--- src/rtl/pipeline_pkg.sv ---
// Shared encodings for the hazard/stall sequencer: FSM states, NOP, register zero
// and the counter-width helper.
package pipeline_pkg;

    typedef enum logic [1:0] {
        ST_RUN     = 2'd0,
        ST_MD_WAIT = 2'd1,
        ST_MD_DONE = 2'd2
    } state_e;

    localparam logic [31:0] NOP_INSTR = 32'h0000_0000;  // sll $0,$0,0
    localparam logic [4:0]  REG_ZERO  = 5'd0;

    function automatic int md_cnt_width(input int latency);
        return ($clog2(latency) < 1) ? 1 : $clog2(latency);
    endfunction

    // True when the producer register rd feeds a source of the ID instruction.
    function automatic logic src_match(input logic [4:0] rd, input logic [4:0] rs,
                                       input logic [4:0] rt, input logic rt_used);
        return (rd != REG_ZERO) && ((rd == rs) || (rt_used && (rd == rt)));
    endfunction

endpackage

--- src/rtl/md_latency_counter.sv ---
// Down-counter timing the mul/div freeze: load, decrement, zero flag.
module md_latency_counter #(
    parameter int W = 5
) (
    input  logic         clk,
    input  logic         rst,
    input  logic         load,
    input  logic         dec,
    input  logic [W-1:0] load_val,
    output logic         zero
);

    logic [W-1:0] cnt_q, cnt_d;

    // NOTE: every always_comb output gets a default first so no path leaves it unassigned (no latch).
    always_comb begin
        cnt_d = cnt_q;
        if (load) begin
            cnt_d = load_val;
        end else if (dec && (cnt_q != '0)) begin
            cnt_d = cnt_q - 1'b1;
        end
    end

    // NOTE: sequential state uses non-blocking assignment so all flops update together at the edge.
    always_ff @(posedge clk or posedge rst) begin
        if (rst) begin
            cnt_q <= '0;
        end else begin
            cnt_q <= cnt_d;
        end
    end

    assign zero = (cnt_q == '0);

endmodule

--- src/rtl/hazard_stall_controller.sv ---
// Load-use / branch-operand stall detection and mul/div front-end freeze sequencer.
// Optional performance counters are built when HAZARD_STATS_EN is defined.
module hazard_stall_controller
    import pipeline_pkg::*;
#(
    parameter int MD_LATENCY = 32
`ifdef HAZARD_STATS_EN
   ,parameter int STAT_W     = 32
`endif
) (
    input  logic       clk,
    input  logic       rst,
    input  logic [4:0] ID_RS,
    input  logic [4:0] ID_RT,
    input  logic       ID_RT_Used,
    input  logic       ID_Branch,
    input  logic       ID_BranchTaken,
    input  logic [4:0] ID_EX_RD,
    input  logic       ID_EX_RegWrite,
    input  logic       ID_EX_MemRead,
    input  logic       ID_EX_MulDiv,
    input  logic [4:0] EX_MEM_RD,
    input  logic       EX_MEM_MemRead,
    output logic       PC_Write,
    output logic       IF_ID_Write,
    output logic       IF_ID_Flush,
    output logic       ID_EX_Write,
    output logic       ID_EX_Bubble,
    output logic       EX_MEM_Bubble,
    output logic       MD_Start,
    output logic       MD_Busy
`ifdef HAZARD_STATS_EN
   ,output logic [STAT_W-1:0] stall_cycles,
    output logic [STAT_W-1:0] flush_count
`endif
);

    localparam int CNT_W = md_cnt_width(MD_LATENCY);
    localparam logic [CNT_W-1:0] CNT_LOAD = CNT_W'(MD_LATENCY - 2);

    state_e state_q, state_d;
    logic   cnt_load, cnt_dec, cnt_zero;
    logic   load_use, branch_stall;

    md_latency_counter #(.W(CNT_W)) u_md_cnt (
        .clk      (clk),
        .rst      (rst),
        .load     (cnt_load),
        .dec      (cnt_dec),
        .load_val (CNT_LOAD),
        .zero     (cnt_zero)
    );

    assign load_use     = ID_EX_MemRead && src_match(ID_EX_RD, ID_RS, ID_RT, ID_RT_Used);
    assign branch_stall = ID_Branch &&
                          ((ID_EX_RegWrite && src_match(ID_EX_RD, ID_RS, ID_RT, ID_RT_Used)) ||
                           (EX_MEM_MemRead && src_match(EX_MEM_RD, ID_RS, ID_RT, ID_RT_Used)));

    always_comb begin
        state_d       = state_q;
        PC_Write      = 1'b1;
        IF_ID_Write   = 1'b1;
        IF_ID_Flush   = 1'b0;
        ID_EX_Write   = 1'b1;
        ID_EX_Bubble  = 1'b0;
        EX_MEM_Bubble = 1'b0;
        MD_Start      = 1'b0;
        MD_Busy       = 1'b0;
        cnt_load      = 1'b0;
        cnt_dec       = 1'b0;

        unique case (state_q)
            ST_RUN, ST_MD_DONE: begin
                // In MD_DONE the op is still in EX; it must leave, not restart.
                if ((state_q == ST_RUN) && ID_EX_MulDiv) begin
                    PC_Write      = 1'b0;
                    IF_ID_Write   = 1'b0;
                    ID_EX_Write   = 1'b0;
                    EX_MEM_Bubble = 1'b1;
                    MD_Start      = 1'b1;
                    MD_Busy       = 1'b1;
                    cnt_load      = 1'b1;
                    state_d       = ST_MD_WAIT;
                end else begin
                    state_d = ST_RUN;
                    if (load_use || branch_stall) begin
                        PC_Write     = 1'b0;
                        IF_ID_Write  = 1'b0;
                        ID_EX_Bubble = 1'b1;
                    end else begin
                        IF_ID_Flush  = ID_BranchTaken;
                    end
                end
            end
            ST_MD_WAIT: begin
                PC_Write      = 1'b0;
                IF_ID_Write   = 1'b0;
                ID_EX_Write   = 1'b0;
                EX_MEM_Bubble = 1'b1;
                MD_Busy       = 1'b1;
                if (cnt_zero) begin
                    state_d = ST_MD_DONE;
                end else begin
                    cnt_dec = 1'b1;
                end
            end
            default: state_d = ST_RUN;
        endcase

        if (rst) begin
            PC_Write      = 1'b0;
            IF_ID_Write   = 1'b0;
            IF_ID_Flush   = 1'b0;
            ID_EX_Write   = 1'b0;
            ID_EX_Bubble  = 1'b0;
            EX_MEM_Bubble = 1'b0;
            MD_Start      = 1'b0;
            MD_Busy       = 1'b0;
        end
    end

    always_ff @(posedge clk or posedge rst) begin
        if (rst) begin
            state_q <= ST_RUN;
        end else begin
            state_q <= state_d;
        end
    end

`ifdef HAZARD_STATS_EN
    logic [STAT_W-1:0] stall_cycles_q, stall_cycles_d;
    logic [STAT_W-1:0] flush_count_q, flush_count_d;

    always_comb begin
        stall_cycles_d = stall_cycles_q;
        flush_count_d  = flush_count_q;
        if (!rst && !PC_Write && (stall_cycles_q != '1)) begin
            stall_cycles_d = stall_cycles_q + 1'b1;
        end
        if (IF_ID_Flush && (flush_count_q != '1)) begin
            flush_count_d = flush_count_q + 1'b1;
        end
    end

    always_ff @(posedge clk or posedge rst) begin
        if (rst) begin
            stall_cycles_q <= '0;
            flush_count_q  <= '0;
        end else begin
            stall_cycles_q <= stall_cycles_d;
            flush_count_q  <= flush_count_d;
        end
    end

    assign stall_cycles = stall_cycles_q;
    assign flush_count  = flush_count_q;
`endif

endmodule

--- config.mk ---
export PLATFORM = sky130hd
export DESIGN_NAME = hazard_stall_controller
export DESIGN_NICKNAME = d
export VERILOG_FILES = /design/src/rtl/pipeline_pkg.sv /design/src/rtl/md_latency_counter.sv /design/src/rtl/hazard_stall_controller.sv
export SDC_FILE = /design/constraint.sdc
export NUM_CORES = 1
export LEC_CHECK = 0
export ABC_AREA = 1
export CAP_MARGIN = 40
export CORE_ASPECT_RATIO = 0.6
export CORE_UTILIZATION = 30
export CTS_CLUSTER_SIZE = 30
export DETAILED_ROUTE_END_ITERATION = 12
export GPL_TIMING_DRIVEN = 0
export PLACE_DENSITY = 0.58
export SLEW_MARGIN = 25
export SYNTH_ARGS = -nofsm -noshare
export SYNTH_HDL_FRONTEND = slang
export SYNTH_SLANG_ARGS = --single-unit
--- constraint.sdc ---
create_clock -name clk -period 2.7 [get_ports clk]
set_input_delay 0.54 -clock clk [delete_from_list [all_inputs] [get_ports clk]]
set_output_delay 0.54 -clock clk [all_outputs]
set_load 0.01 [all_outputs]
==> reports/metrics.cfg <==
[run_status]
status=complete, but fails checks
violations=DRC

[sta]
hold_ws_ns=0.544
finalHoldViolations=0
tightestPinTransition_ns=0.209
post-route-period-util_pct=98.0
fmax_mhz=378
setup_ws_ns=0.0543
maxSlewHeadroom_pct=86.1
fin_skew_ns=0.00206
setup_violations=0
rsz0062_at_grt=yes
maxSlewViolCount=0
fin_crit_ns=2.65

[placed_design]
placed_cell_area_mm2=0.00125
place_ws_ns=-0.352
port_buffers=36
gp_congestion=0.848
dp_hpwl_um=2170

[critical_path]
crit_path_max_fanout=4
start_kind=input pin
critical_path_required_ns=2.16
cp.arrival_ns=2.11
r2r_slack_ns=1.33
cp-end-kind=output pin
r2r_cells=9
critical_path_class=in2out

[clocking]
cts_max_path_buffers=2
insertion_delay_ns=0.23
ctsHoldBuffers=0
htree_levels=1
numCtsBuffers=3
postCtsSetupBuffers=0
path_clk_slew_ns=0.04
cts_tree=built
clockRootBuffer=clkbuf_8
clock-sinks=7

[flow_run]
maxCapViolCount=0

[global_route]
grt_pass1_vias=918
gr-total-overflow=0
antenna_found_initial=0
gr-usage-all-layers_pct=18.3
grt_max_degree=9
grt_pass1_wl_um=4110

[worst_hold_path]
min_path_type=reg2reg
hold_depth=2

[logic_synthesis]
synth_top_area_share_pct=28.0
yosysSeqAreaShare_pct=20.7
synth_top_family_by_area=simple AND/OR/NAND/NOR gates
ys_seq_elements=7
synth_cell_types=23
syn-num-nets=187
synth-adder-area-share_pct=2.96
synth_compound_area_share_pct=7.99
synthXorXnorAreaFrac_pct=2.07
synth_top_cell_by_area=nand2_1
synth_area_leaders=nand2_1 28%, dfrtp_1 21%, inv_1 11%, nor2_1 8.9%, nand3_1 5.3%
yosys.area_share.simple_pct=50.7
synth_cells=156
syn_area_um2=846
synthMuxAreaShare_pct=0
yosysWarningCount=0
syn_area_per_cell_um2=5.42

[die]
die_h_um=43.1
start_util_pct=32.6
coreArea_mm2=0.00259
rows=14
dieWidth_um=70.6
ioPinCount=37
die_area_mm2=0.00304

[power]
powerDensity_mw_per_mm2=570
irDropWorstVdd_mv=0.278
power.leakage_nw=0.841
p_total_uw=768

[route]
drc=4
dr.pass1.iters=8
ant_nets=0
drt-total-wl_um=2570
routedWlPerCell_um=11.3
via_count=1045
drt_iter0_markers=97
viasPerCell=4.58

[layout]
finalInstanceArea_mm2=0.00135
drive_gt1_share_pct=13.3
area_growth_pct=59.2
nNetsFinal=228
n_antenna_cell=0

[sequential cells by signal, indices dropped and copies added (netlist names)]
register / flops
u_md_cnt.cnt_q: 5
state_q: 2
[routing by layer]
metal  wire, um  share of wire, %  GRT usage (%)  vias up
li1           -                 -              -      550
met1       1390                54           28.1      456
met2        947                37           23.9       35
met5          0                 0              0        -
met4         44               1.7           7.20        0
met3        193               7.5           4.28        4
[placed cells by master (no fill, tap or decap)]
cell / synthesis / layout
ha_1: 2 / 2
dlygate4sd2_1: 0 / 6
o21bai_1: 1 / 1
clkbuf_8: 0 / 3
clkbuf_1: 0 / 1
clkdlybuf4s50_1: 0 / 17
xnor2_1: 2 / 2
nand3_1: 9 / 8
inv_2: 4 / 6
nand3_2: 1 / 2
clkinvlp_4: 0 / 1
nor2_2: 1 / 3
o21ai_1: 3 / 3
nand3b_4: 1 / 1
nand4_1: 1 / 1
a21oi_2: 0 / 1
nand3b_1: 1 / 1
nand2_1: 63 / 61
buf_4: 2 / 2
dfrtp_1: 7 / 7
clkinv_2: 1 / 1
inv_1: 24 / 21
dlymetal6s2s_1: 0 / 13
nand2_4: 1 / 1
o21ai_0: 2 / 2
nor2_4: 0 / 1
inv_4: 1 / 1
nor3_1: 1 / 1
nor2_1: 20 / 17
nand2_2: 1 / 3
a21oi_1: 7 / 6
[cells in the mapped netlist]
cell type,instances
nand2_1,63
inv_1,24
nor2_1,20
nand3_1,9
a21oi_1,7
dfrtp_1,7
inv_2,4
o21ai_1,3
buf_4,2
ha_1,2
o21ai_0,2
xnor2_1,2
clkinv_2,1
inv_4,1
nand2_2,1
nand2_4,1
nand3_2,1
nand3b_1,1
nand3b_4,1
nand4_1,1
nor2_2,1
nor3_1,1
o21bai_1,1
[worst max-delay path, cell delays in order]
cell and delay, ns:
clkdlybuf4s50_1 0.54, inv_1 0.07, nand2_1 0.06, nand2_1 0.04, nor2_1 0.09, nand3_1 0.07, nand2_1 0.07, nand2_1 0.07
nand3_2 0.09, a21oi_2 0.06, buf_4 0.12, dlygate4sd2_1 0.27
[timing repair]
action | CTS | global route
gates resized for setup | 11 | 19
endpoints found under the setup margin | 4 | 6
pin swaps | 1 | 4
[per-stage QoR]
step / setup TNS, ns / cells / utilization [%]
2_1_floorplan: 0 / 156 / -
3_3_place_gp: -0.915 / 224 / 48.1
3_5_place_dp: -0.952 / 224 / 48.1
4_1_cts: 0 / 228 / 50.1
5_1_grt: -0.0256 / 228 / 51.9
6_report: 0 / 228 / 51.9
[kinds of logic (layout without fill, tap and decap cells)]
| family | count (synthesis) | count (layout) |
|---|---|---|
| AOI/OAI and AO/OA | 13 | 13 |
| adders and majority gates | 2 | 2 |
| and+or+nand+nor | 100 | 100 |
| buffers and inverters | 32 | 72 |
| DFF | 7 | 7 |
| xor gates and xnor gates | 2 | 2 |
[cell type report]
class / instances / area [um2]
timing repair buffer: 36 / 385
sequential: 7 / 175
fill: 270 / 1250
buffer: 2 / 15.0
clock buffer: 4 / 45.0
tap: 32 / 40.0
inverter: 30 / 120
multi-input combinational: 117 / 566
[report_power, final]
part / switching, mW / leakage (nW) / internal, mW
Sequential: 0.0396 / 0.0802 / 0.154
Combinational: 0.240 / 0.738 / 0.186
Clock: 0.0467 / 0.0228 / 0.102
[path summary, 6_finish.rpt]
kind                                                    start                            end
min in group asynchronous                                 rst  u_md_cnt.cnt_q[4]$_DFFE_PP0P_
worst min register to register  u_md_cnt.cnt_q[4]$_DFFE_PP0P_  u_md_cnt.cnt_q[4]$_DFFE_PP0P_
worst max register to register  u_md_cnt.cnt_q[0]$_DFFE_PP0P_  u_md_cnt.cnt_q[4]$_DFFE_PP0P_
worst min-delay path            u_md_cnt.cnt_q[4]$_DFFE_PP0P_  u_md_cnt.cnt_q[4]$_DFFE_PP0P_
max in group asynchronous                                 rst  u_md_cnt.cnt_q[0]$_DFFE_PP0P_
worst max-delay path                              ID_EX_RD[1]                       PC_Write
Power figures use the tool's default switching activity.
==> RTL edit: new RTL, same settings <==
Add a define of `HAZARD_STATS_EN`.
--- a/src/rtl/hazard_stall_controller.sv
+++ b/src/rtl/hazard_stall_controller.sv
@@ -1,5 +1,7 @@
 // Load-use / branch-operand stall detection and mul/div front-end freeze sequencer.
 // Optional performance counters are built when HAZARD_STATS_EN is defined.
+`define HAZARD_STATS_EN
+
 module hazard_stall_controller
     import pipeline_pkg::*;
 #(
Behaviour (old outputs only; new: flush_count and stall_cycles): unchanged (Yosys induction, for registers that start in step).
==> RTL edit against the unedited design <==
- largest power group is now the clock network
- combinational power rose to 2.6 times the old value
- wire length increased to 6.0 times the old value
- design area rose to 5.1 times the old value
- clock power rose to 8.9 times the old value
- setup slack improved by 0.056 ns
- first-iteration DRC count rose to 4.9 times the old value
- die area grew to 5.8 times the old value
- sequential share of layout area rose by 13 points
- area after synthesis grew to 6.0 times the old value
- the flow now finishes without violations
- sequential cell count grew 64
- total power grew to 4.8 times the old value
- fmax rose by 2.2%
==> RTL edit: results (changes against the unedited design) <==
metal2 WL -> 5280 um (was 947 um)
outcome -> finished, final reports clean (was complete, but fails checks)
largest net degree at the start of global routing -> 27 (was 9)
top layer in use -> met4 (unchanged)
Data arrival, critical path -> 2.05 ns (was 2.11 ns)
Placer Congestion -> 0.953 (was 0.848)
R2R cell count -> 12 (was 9)
DR WL/cell -> 14.3 um (was 11.3 um)
gr usage total -> 0.185 (was 0.183)
top cells by area, synth -> dfrtp_1 (35%), nand2_1 (21%), nor2_1 (6.1%), xor2_1 (5.8%), nand3_1 (5.8%) (was nand2_1 (28%), dfrtp_1 (21%), inv_1 (11%), nor2_1 (8.9%), nand3_1 (5.3%))
Max H-tree Level -> 3 (was 1)
vias in the first global route -> 4,484 (was 918)
sw frac -> 0.334 (was 0.424)
Worst path max stage delay -> 0.52 ns (was 0.54 ns)
Worst-Skew Late Latency -> 0.33 ns (was 0.23 ns)
Post-Syn Nets -> 764 (was 187)
M1 WL -> 8690 um (was 1390 um)
worst vdd ir -> 285 uV (was 278 uV)
proportion of layout cells with a drive suffix above 1 -> 0.118 (was 0.133)
Reg clk slew, reported paths -> 0.06 ns (was 0.04 ns)
final instance count without filler cells -> 1,081 (was 228)
syn_area_per_cell -> 6.97 sq um (was 5.42 sq um)
Via density -> 4.59 (was 4.58)
Num CTS Buffers -> 9 (was 3)
port bufs -> 100 (was 36)
Slowest-stage cell, CP -> clkdlybuf4s50_1 (unchanged)
antenna diode count -> 0 (unchanged)
Placement Setup Slack -> -1.09 ns (was -0.352 ns)
final-stage net count -> 881 (was 228)
Synth top cells by count -> nand2_1 (288), nor2_1 (83), dfrtp_1 (71) (was nand2_1 (63), inv_1 (24), nor2_1 (20))
Max-slew headroom -> 0.524 (was 0.861)
Hold Path Class -> input port to async pin (was flip-flop to flip-flop)
detailed placement HPWL -> 12,500 um (was 2170 um)
root buffer cell -> clkbuf_16 (was clkbuf_8)
fillcell total -> 1,700 (was 270)
drt pass-1 iters -> 4 (was 8)
critical path fanouts, max -> 7 (was 4)
Leakage Power -> 3.20 nW (was 0.841 nW)
Setup Skew -> 0.00588 ns (was 0.00206 ns)
met3 wire length -> 1410 um (was 193 um)
library cells used by synthesis -> 32 (was 23)
Iter 0 DRT Violations -> 479 (was 97)
sequential area share after synthesis -> 0.349 (was 0.207)
first-pass GRT wire length -> 24,800 um (was 4110 um)
==> RTL edit: area by class of cell <==
| cell class | count | share of cell area |
|---|---|---|
| Buffer | 20 | 0.0243 |
| Inverter | 54 | 0.0303 |
| Multi-Input combinational cell | 585 | 0.440 |
| Timing Repair inverter | 1 | 0.000735 |
| Tap cell | 228 | 0.0419 |
| Clock buffer | 11 | 0.0371 |
| Clock inverter | 5 | 0.0118 |
| Timing Repair Buffer | 106 | 0.153 |
| Sequential cell | 71 | 0.261 |
==> RTL edit: critical path: cells and delay by family <==
| kind | cells | cell delay [ns] |
|---|---|---|
| simple gates | 3 | 0.42 |
| buf+inv | 4 | 1.09 |
==> RTL edit: path summary, 6_finish.rpt <==
check	from	end	slack, ns
worst max-delay path	ID_EX_MulDiv	ID_EX_Write	0.11
worst min-delay path	rst	u_md_cnt.cnt_q[1]	0.42
worst max register to register	flush_count[0]	flush_count[10]	0.49
worst min register to register	u_md_cnt.cnt_q[1]	u_md_cnt.cnt_q[1]	0.54
max in group asynchronous	rst	stall_cycles[24]	1.70
min in group clk	u_md_cnt.cnt_q[1]	u_md_cnt.cnt_q[1]	0.54
==> RTL edit: kinds of logic after synthesis <==
kind of cell	after synthesis	synth area share
AOI/OAI and AO/OA	14	0.0140
xor gates and xnor gates	60	0.103
adders and majority gates	4	0.00982
buffers and inverters	75	0.0712
DFF	71	0.349
and+or+nand+nor	507	0.453
==> RTL edit: repair_timing <==
action / in CTS / in global routing
setup buffers: 4 / 0
pin swaps: 3 / 2
setup endpoints to repair: 38 / 5
cloned: 1 / 0
resized for setup: 33 / 17
==> RTL edit: stage by stage <==
stage / utilization / total power (W) / instance area (sq um)
after floorplan: - / 0.00195 / 5110
after global placement: 0.390 / 0.00237 / 6390
after global routing: 0.415 / 0.00395 / 6810
after CTS: 0.414 / 0.00374 / 6790
after detailed placement: 0.392 / 0.00239 / 6430
final: 0.415 / 0.00371 / 6810
==> RTL edit: layer usage <==
metal,global-route usage,vias to the layer above
li1,-,2548
met1,0.311,2243
met2,0.212,168
met3,0.0553,8
met4,0.0423,0
met5,0,-
==> RTL edit: power by group through the flow <==
stage / Sequential (W) / Clock, W / Combinational [W]
after CTS: 0.00129 / 0.00136 / 0.00110
after detailed placement: 0.00130 / 0 / 0.00108
after floorplan: 0.00130 / 0 / 0.000648
after global routing: 0.00131 / 0.00140 / 0.00124
final: 0.00129 / 0.00132 / 0.00110
after global placement: 0.00130 / 0 / 0.00107
